## config.mk

```make
export PLATFORM = sky130hd
export DESIGN_NAME = dmem_arbiter
export DESIGN_NICKNAME = d
export VERILOG_FILES = /design/src/rtl/dmem_arb_pkg.sv /design/src/rtl/dmem_arbiter_chk.sv /design/src/rtl/rr_arb2.sv /design/src/rtl/dmem_arbiter.sv
export SDC_FILE = /design/constraint.sdc
export NUM_CORES = 1
export LEC_CHECK = 0
export BUFFER_PORTS_ARGS = -buffer_cell sky130_fd_sc_hd__buf_2
export CAP_MARGIN = 25
export CORE_MARGIN = 4
export CORE_UTILIZATION = 46
export CTS_BUF_LIST = sky130_fd_sc_hd__clkbuf_8
export DETAILED_ROUTE_END_ITERATION = 8
export PLACE_DENSITY_LB_ADDON = 0.2
export SETUP_SLACK_MARGIN = 0.15
export SYNTH_ARGS = -nofsm -noshare
export SYNTH_HDL_FRONTEND = slang
export SYNTH_SLANG_ARGS = --single-unit
```

## constraint.sdc

```tcl
create_clock -name CLK -period 3.25 [get_ports CLK]
set_input_delay 0.1625 -clock CLK [delete_from_list [all_inputs] [get_ports CLK]]
set_output_delay 0.1625 -clock CLK [all_outputs]
set_load 0.02 [all_outputs]
```

## src/rtl/dmem_arb_pkg.sv

```systemverilog
// Shared types and default sizing for the data-memory arbiter.
// Owner and FSM state encodings are used by the top and the round-robin picker.
package dmem_arb_pkg;

   localparam int AW_DEF        = 8;
   localparam int DW_DEF        = 8;
   localparam int MAX_BURST_DEF = 4;

   typedef enum logic {
      OWN_C = 1'b0,
      OWN_L = 1'b1
   } owner_e;

   typedef enum logic [1:0] {
      S_IDLE = 2'd0,
      S_C    = 2'd1,
      S_L    = 2'd2,
      S_LOCK = 2'd3
   } state_e;

   // Grant vector position of an owner: bit 0 is the core, bit 1 the loader.
   function automatic logic [1:0] owner_gnt(input owner_e owner);
      logic [1:0] gnt;
      case (owner)
         OWN_C:   gnt = 2'b01;
         OWN_L:   gnt = 2'b10;
         default: gnt = 2'b00;
      endcase
      return gnt;
   endfunction

endpackage

```

## src/rtl/dmem_arbiter_chk.sv

```systemverilog
// Protocol properties of the arbiter, kept apart from the datapath.
// Checked only while reset is released.
module dmem_arbiter_chk (
   input logic       clk,
   input logic       rst,
   input logic [1:0] gnt,
   input logic       c_rvalid,
   input logic       l_rvalid,
   input logic       mem_we
);

   a_one_grant: assert property (@(posedge clk) disable iff (rst) $onehot0(gnt));

   a_one_return: assert property (@(posedge clk) disable iff (rst) !(c_rvalid && l_rvalid));

   a_we_needs_grant: assert property (@(posedge clk) disable iff (rst) mem_we |-> (|gnt));

endmodule

```

## src/rtl/rr_arb2.sv

```systemverilog
// Two-way round-robin picker: req[0] is the core, req[1] the loader.
// force_l hands a conflict to the loader regardless of the rotation.
module rr_arb2
   import dmem_arb_pkg::*;
(
   input  logic [1:0] req,
   input  owner_e     last_owner,
   input  logic       force_l,
   output logic [1:0] gnt
);

   // Pick at most one requester; on a conflict the one that did not go last wins.
   always_comb begin
      gnt = 2'b00;
      case (req)
         2'b01: gnt = owner_gnt(OWN_C);
         2'b10: gnt = owner_gnt(OWN_L);
         2'b11: begin
            if (force_l) begin
               gnt = owner_gnt(OWN_L);
            end else if (last_owner == OWN_L) begin
               gnt = owner_gnt(OWN_C);
            end else begin
               gnt = owner_gnt(OWN_L);
            end
         end
         default: gnt = 2'b00;
      endcase
   end

endmodule

```

## src/rtl/dmem_arbiter.sv

```systemverilog
// Shares one synchronous-read data memory port between the core (C) and a loader (L).
// Round-robin on conflicts; a locked loader burst is capped when the core is waiting.
module dmem_arbiter
   import dmem_arb_pkg::*;
#(
   parameter int AW        = AW_DEF,
   parameter int DW        = DW_DEF,
   parameter int MAX_BURST = MAX_BURST_DEF
) (
   input  logic          CLK,
   input  logic          Reset,
   input  logic          c_req,
   input  logic          c_we,
   input  logic [AW-1:0] c_addr,
   input  logic [DW-1:0] c_wdata,
   output logic          c_gnt,
   output logic          c_rvalid,
   output logic [DW-1:0] c_rdata,
   input  logic          l_req,
   input  logic          l_we,
   input  logic [AW-1:0] l_addr,
   input  logic [DW-1:0] l_wdata,
   output logic          l_gnt,
   output logic          l_rvalid,
   output logic [DW-1:0] l_rdata,
   input  logic          l_lock,
   output logic [AW-1:0] mem_addr,
   output logic          mem_we,
   output logic [DW-1:0] mem_wdata,
   input  logic [DW-1:0] mem_rdata,
   output logic          busy
);

   localparam int CW = $clog2(MAX_BURST + 1);
   localparam logic [CW-1:0] BURST_MAX = CW'(MAX_BURST);

   state_e        state_r;
   owner_e        last_owner_r;
   logic [CW-1:0] burst_cnt_r;
   logic          c_rvalid_r;
   logic          l_rvalid_r;
   logic [DW-1:0] c_hold_r;
   logic [DW-1:0] l_hold_r;

   logic [1:0]    gnt_s;
   logic          yield_s;
   logic          force_l_s;

   // A full locked burst with the core waiting must give the core the next slot.
   assign yield_s   = (state_r == S_LOCK) && (burst_cnt_r == BURST_MAX) && c_req;
   assign force_l_s = (state_r == S_LOCK) && l_req && l_lock && !yield_s;

   rr_arb2 u_pick (
      .req        ({l_req, c_req}),
      .last_owner (last_owner_r),
      .force_l    (force_l_s),
      .gnt        (gnt_s)
   );

   assign c_gnt = gnt_s[0];
   assign l_gnt = gnt_s[1];

   // Route the winner's command to the memory port; idle port drives zeros.
   always_comb begin
      mem_addr  = {AW{1'b0}};
      mem_we    = 1'b0;
      mem_wdata = {DW{1'b0}};
      if (gnt_s[0]) begin
         mem_addr  = c_addr;
         mem_we    = c_we;
         mem_wdata = c_wdata;
      end else if (gnt_s[1]) begin
         mem_addr  = l_addr;
         mem_we    = l_we;
         mem_wdata = l_wdata;
      end else begin
         mem_addr  = {AW{1'b0}};
         mem_we    = 1'b0;
         mem_wdata = {DW{1'b0}};
      end
   end

   // Ownership FSM: state follows this cycle's grant, plus the locked-burst counter.
   always_ff @(posedge CLK or posedge Reset) begin
      if (Reset) begin
         state_r      <= S_IDLE;
         last_owner_r <= OWN_L;
         burst_cnt_r  <= {CW{1'b0}};
      end else begin
         if (gnt_s[0]) begin
            state_r      <= S_C;
            last_owner_r <= OWN_C;
         end else if (gnt_s[1]) begin
            state_r      <= l_lock ? S_LOCK : S_L;
            last_owner_r <= OWN_L;
         end else begin
            state_r      <= S_IDLE;
            last_owner_r <= last_owner_r;
         end

         // Saturates so an uncontested loader can run past the cap without wrapping.
         if (gnt_s[0] || !l_lock) begin
            burst_cnt_r <= {CW{1'b0}};
         end else if (gnt_s[1] && (burst_cnt_r != BURST_MAX)) begin
            burst_cnt_r <= burst_cnt_r + CW'(1);
         end else begin
            burst_cnt_r <= burst_cnt_r;
         end
      end
   end

   // Read return: flag the cycle the memory presents data and remember it afterwards.
   always_ff @(posedge CLK or posedge Reset) begin
      if (Reset) begin
         c_rvalid_r <= 1'b0;
         l_rvalid_r <= 1'b0;
         c_hold_r   <= {DW{1'b0}};
         l_hold_r   <= {DW{1'b0}};
      end else begin
         c_rvalid_r <= gnt_s[0] & ~c_we;
         l_rvalid_r <= gnt_s[1] & ~l_we;
         if (c_rvalid_r) begin
            c_hold_r <= mem_rdata;
         end
         if (l_rvalid_r) begin
            l_hold_r <= mem_rdata;
         end
      end
   end

   assign c_rvalid = c_rvalid_r;
   assign l_rvalid = l_rvalid_r;
   // The memory output is live only in the return cycle, so pass it straight through then.
   assign c_rdata  = c_rvalid_r ? mem_rdata : c_hold_r;
   assign l_rdata  = l_rvalid_r ? mem_rdata : l_hold_r;
   assign busy     = gnt_s[0] | gnt_s[1] | c_rvalid_r | l_rvalid_r;

   dmem_arbiter_chk u_chk (
      .clk      (CLK),
      .rst      (Reset),
      .gnt      (gnt_s),
      .c_rvalid (c_rvalid_r),
      .l_rvalid (l_rvalid_r),
      .mem_we   (mem_we)
   );

endmodule

```

==> results.toml <==
[timing]
setup-tns-final_ps = 0
hold_viol_final = 0
period_needed_ps = 2260
skew_ps = 2.90
relSlewSlack_pct = 42.4
holdWs_ps = 61.7
rsz0062_at_grt = "no"
setup_slack_ps = 993
fin_crit_sh_pct = 69.4
slew_violations = 0
worst_slew_pin_slew_ps = 862
fmax_ghz = 0.443
setup_violations = 0

[critical_path]
crit_arrival_ps = 2090
cp-endpoint = "mem_we"
crit_chain = "inv_1, ha_1, and2_4, o311ai_4, nand2_2, a22o_2, buf_2"
crit_path_max_fanout = 18
reg2reg_to = "l_rvalid"
cp.required_ps = 3090
reg2reg_depth = 6
reg2reg_slack_ps = 1590
crit_start = "burst_cnt_r[0]"
crit_type = "flop to output port"
cp-start-kind = "flop"
cp-end-kind = "output port"
rr_startpoint = "burst_cnt_r[0]"
cp_slowest_cell = "dfrtp_1"
cpPeakStageDelay_ps = 350

[hold_path]
whs_path_depth = 2
hp-class = "input pin to flop"

[route]
via_per_inst = 5.30
routedWlPerCell_um = 14.8
vias = 1114
firstDrtPassIters = 4
ant_nets = 0
drc_errors = 0
drt_wl_total_um = 3110
drtIter0Drc = 61

[clock_tree]
cts_buffer_depth = 2
cts-root-buf = "clkbuf_8"
numCtsBuffers = 3
insertion_delay_ps = 260
post-cts-setup-buffer-count = 0
holdBufCountCts = 0
cts_max_level = 1
cts.reportedPaths.clkPinSlew_ps = 80
clock-sinks = 24
post_cts_resized = 0
tritoncts = "done"

[logic_synthesis]
synth_area_mm2 = 0.00123
netlist_instances = 97
ys.flop_type = "dfrtp_1"
yosysSeqAreaShare_pct = 48.8
yosys.cell_types.count = 28
ys_warn_count = 0
ys_top_cells_by_area = "dfrtp_1 47%, mux2_2 15%, a22o_1 7.1%"
postSynthAreaPerCell_um2 = 12.7
synth-seq-cells = 24
yosysTopAreaCell = "dfrtp_1"
syn-num-nets = 146
synth_edf_count = 0
synth_top_cell_area_share_pct = 46.7
async_flop_share_pct = 100

[grt]
grt_pass1_wl_um = 4640
use_met3_pct = 3.24
grtUsageTotal_pct = 16.8
antenna_found_initial = 0
met2_usage_pct = 33.2
use_met1_pct = 17.0
grt.overflow.total = 0
grt_pass1_vias = 1117
gr-max-usage-layer = "met2"
grt_max_degree = 25

[place]
gp_congestion = 0.842
pre_cts_ws_ps = 1270
port_buffers = 84
hpwlAfterDp_um = 2500

[power_and_ir_drop]
p_leak_nw = 0.894
power_frac_seq_pct = 41.4
power.total_mw = 0.904
pwr-share-comb_pct = 36.7
peakVddDrop_uv = 402
swShare_pct = 33.8
p_switching_mw = 0.306
powerDensity_mw_per_mm2 = 533
pwr-share-clk_pct = 21.9
internal_power_mw = 0.598

[run]
maxCapViolCount = 0

[status]
status = "complete, no violations"

[layout]
multi_input_area_um2 = 561
layout_common_cells = "84 x buf_2, 23 x dfrtp_1, 16 x mux2_2"
area_delta_synth_final_pct = 37.3
fill_cells = 215
final_common_cell = "buf_2"
num-nets-final = 230
fin_util_pct = 67.2
seqCellArea_um2 = 602
diodes = 0
drive_gt1_share_pct = 66.7

[floorplan]
io_pins = 85
start_util_pct = 48.9
die_area_mm2 = 0.00357
die_w_um = 59.8
die_y_um = 59.8
num_rows = 18
floorplan.core_area_mm2 = 0.00252
worst min path at each step:
stage	from	endpoint	slack, ps
2_1_floorplan	Reset	burst_cnt_r[0]	180
3_3_place_gp	c_we	c_rvalid	340
3_5_place_dp	c_we	c_rvalid	340
4_1_cts	c_we	c_rvalid	60
5_1_grt	c_we	c_rvalid	60
6_report	c_we	c_rvalid	60
synth_stat cells, drive strengths merged (2+ instances only):
cell type   n
nor3        2
ha          2
nor2        2
nand2       5
nand3       2
a21oi       2
buf         3
o21ai       3
inv         5
and2        3
mux2       16
clkbuf      2
a22o       17
dfrtp      23
cell type report:
cell class | count | share of cell area (%)
inverter | 5 | 1.11
multi-input combinational | 63 | 33.1
tap | 30 | 2.22
timing repair buffer | 84 | 24.8
sequential | 24 | 35.5
clock buffer | 4 | 3.25
flip-flops by register name, indices dropped and copies added, names as in the netlist:
signal and count:
state_r 2, c_rvalid 1, c_hold_r 8, burst_cnt_r 3
l_hold_r 8, l_rvalid 1, last_owner_r 1
metal layers:
| layer | up-vias | routed length [um] |
|---|---|---|
| li1 | 526 | - |
| met1 | 522 | 1080 |
| met2 | 61 | 1560 |
| met3 | 5 | 432 |
| met4 | 0 | 41 |
| met5 | - | 0 |
cells by family after synthesis:
group           Yosys count  synth area share (%)
xor+xnor                  1                 0.710
flops                    24                  48.8
mux                      17                  15.4
compound gates           26                  19.0
buf+inv                  10                  5.78
fa+ha+maj                 2                  2.03
simple gates             17                  8.32
per-stage QoR:
step / cell area, um^2 / cells
6_report: 1690 / 210
5_1_grt: 1690 / 210
4_1_cts: 1690 / 210
3_5_place_dp: 1640 / 206
3_3_place_gp: 1640 / 206
2_1_floorplan: 1230 / 97
worst max-delay path: cells and delay by family (launching register included):
family | cells | cell delay, ps
AO/OA/AOI/OAI | 2 | 600
adder cells (fa/ha/maj) | 1 | 210
buffers and inverters | 2 | 230
flip-flops | 1 | 350
AND/OR/NAND/NOR | 2 | 440
power by group through the flow:
stage	Sequential, mW	Combinational, mW	Clock [mW]
after floorplan	0.370	0.235	0
after global placement	0.377	0.328	0
after detailed placement	0.382	0.336	0
after CTS	0.375	0.337	0.200
after global routing	0.380	0.361	0.209
final	0.374	0.332	0.198
No activity file was read; power rests on OpenSTA's default activity.
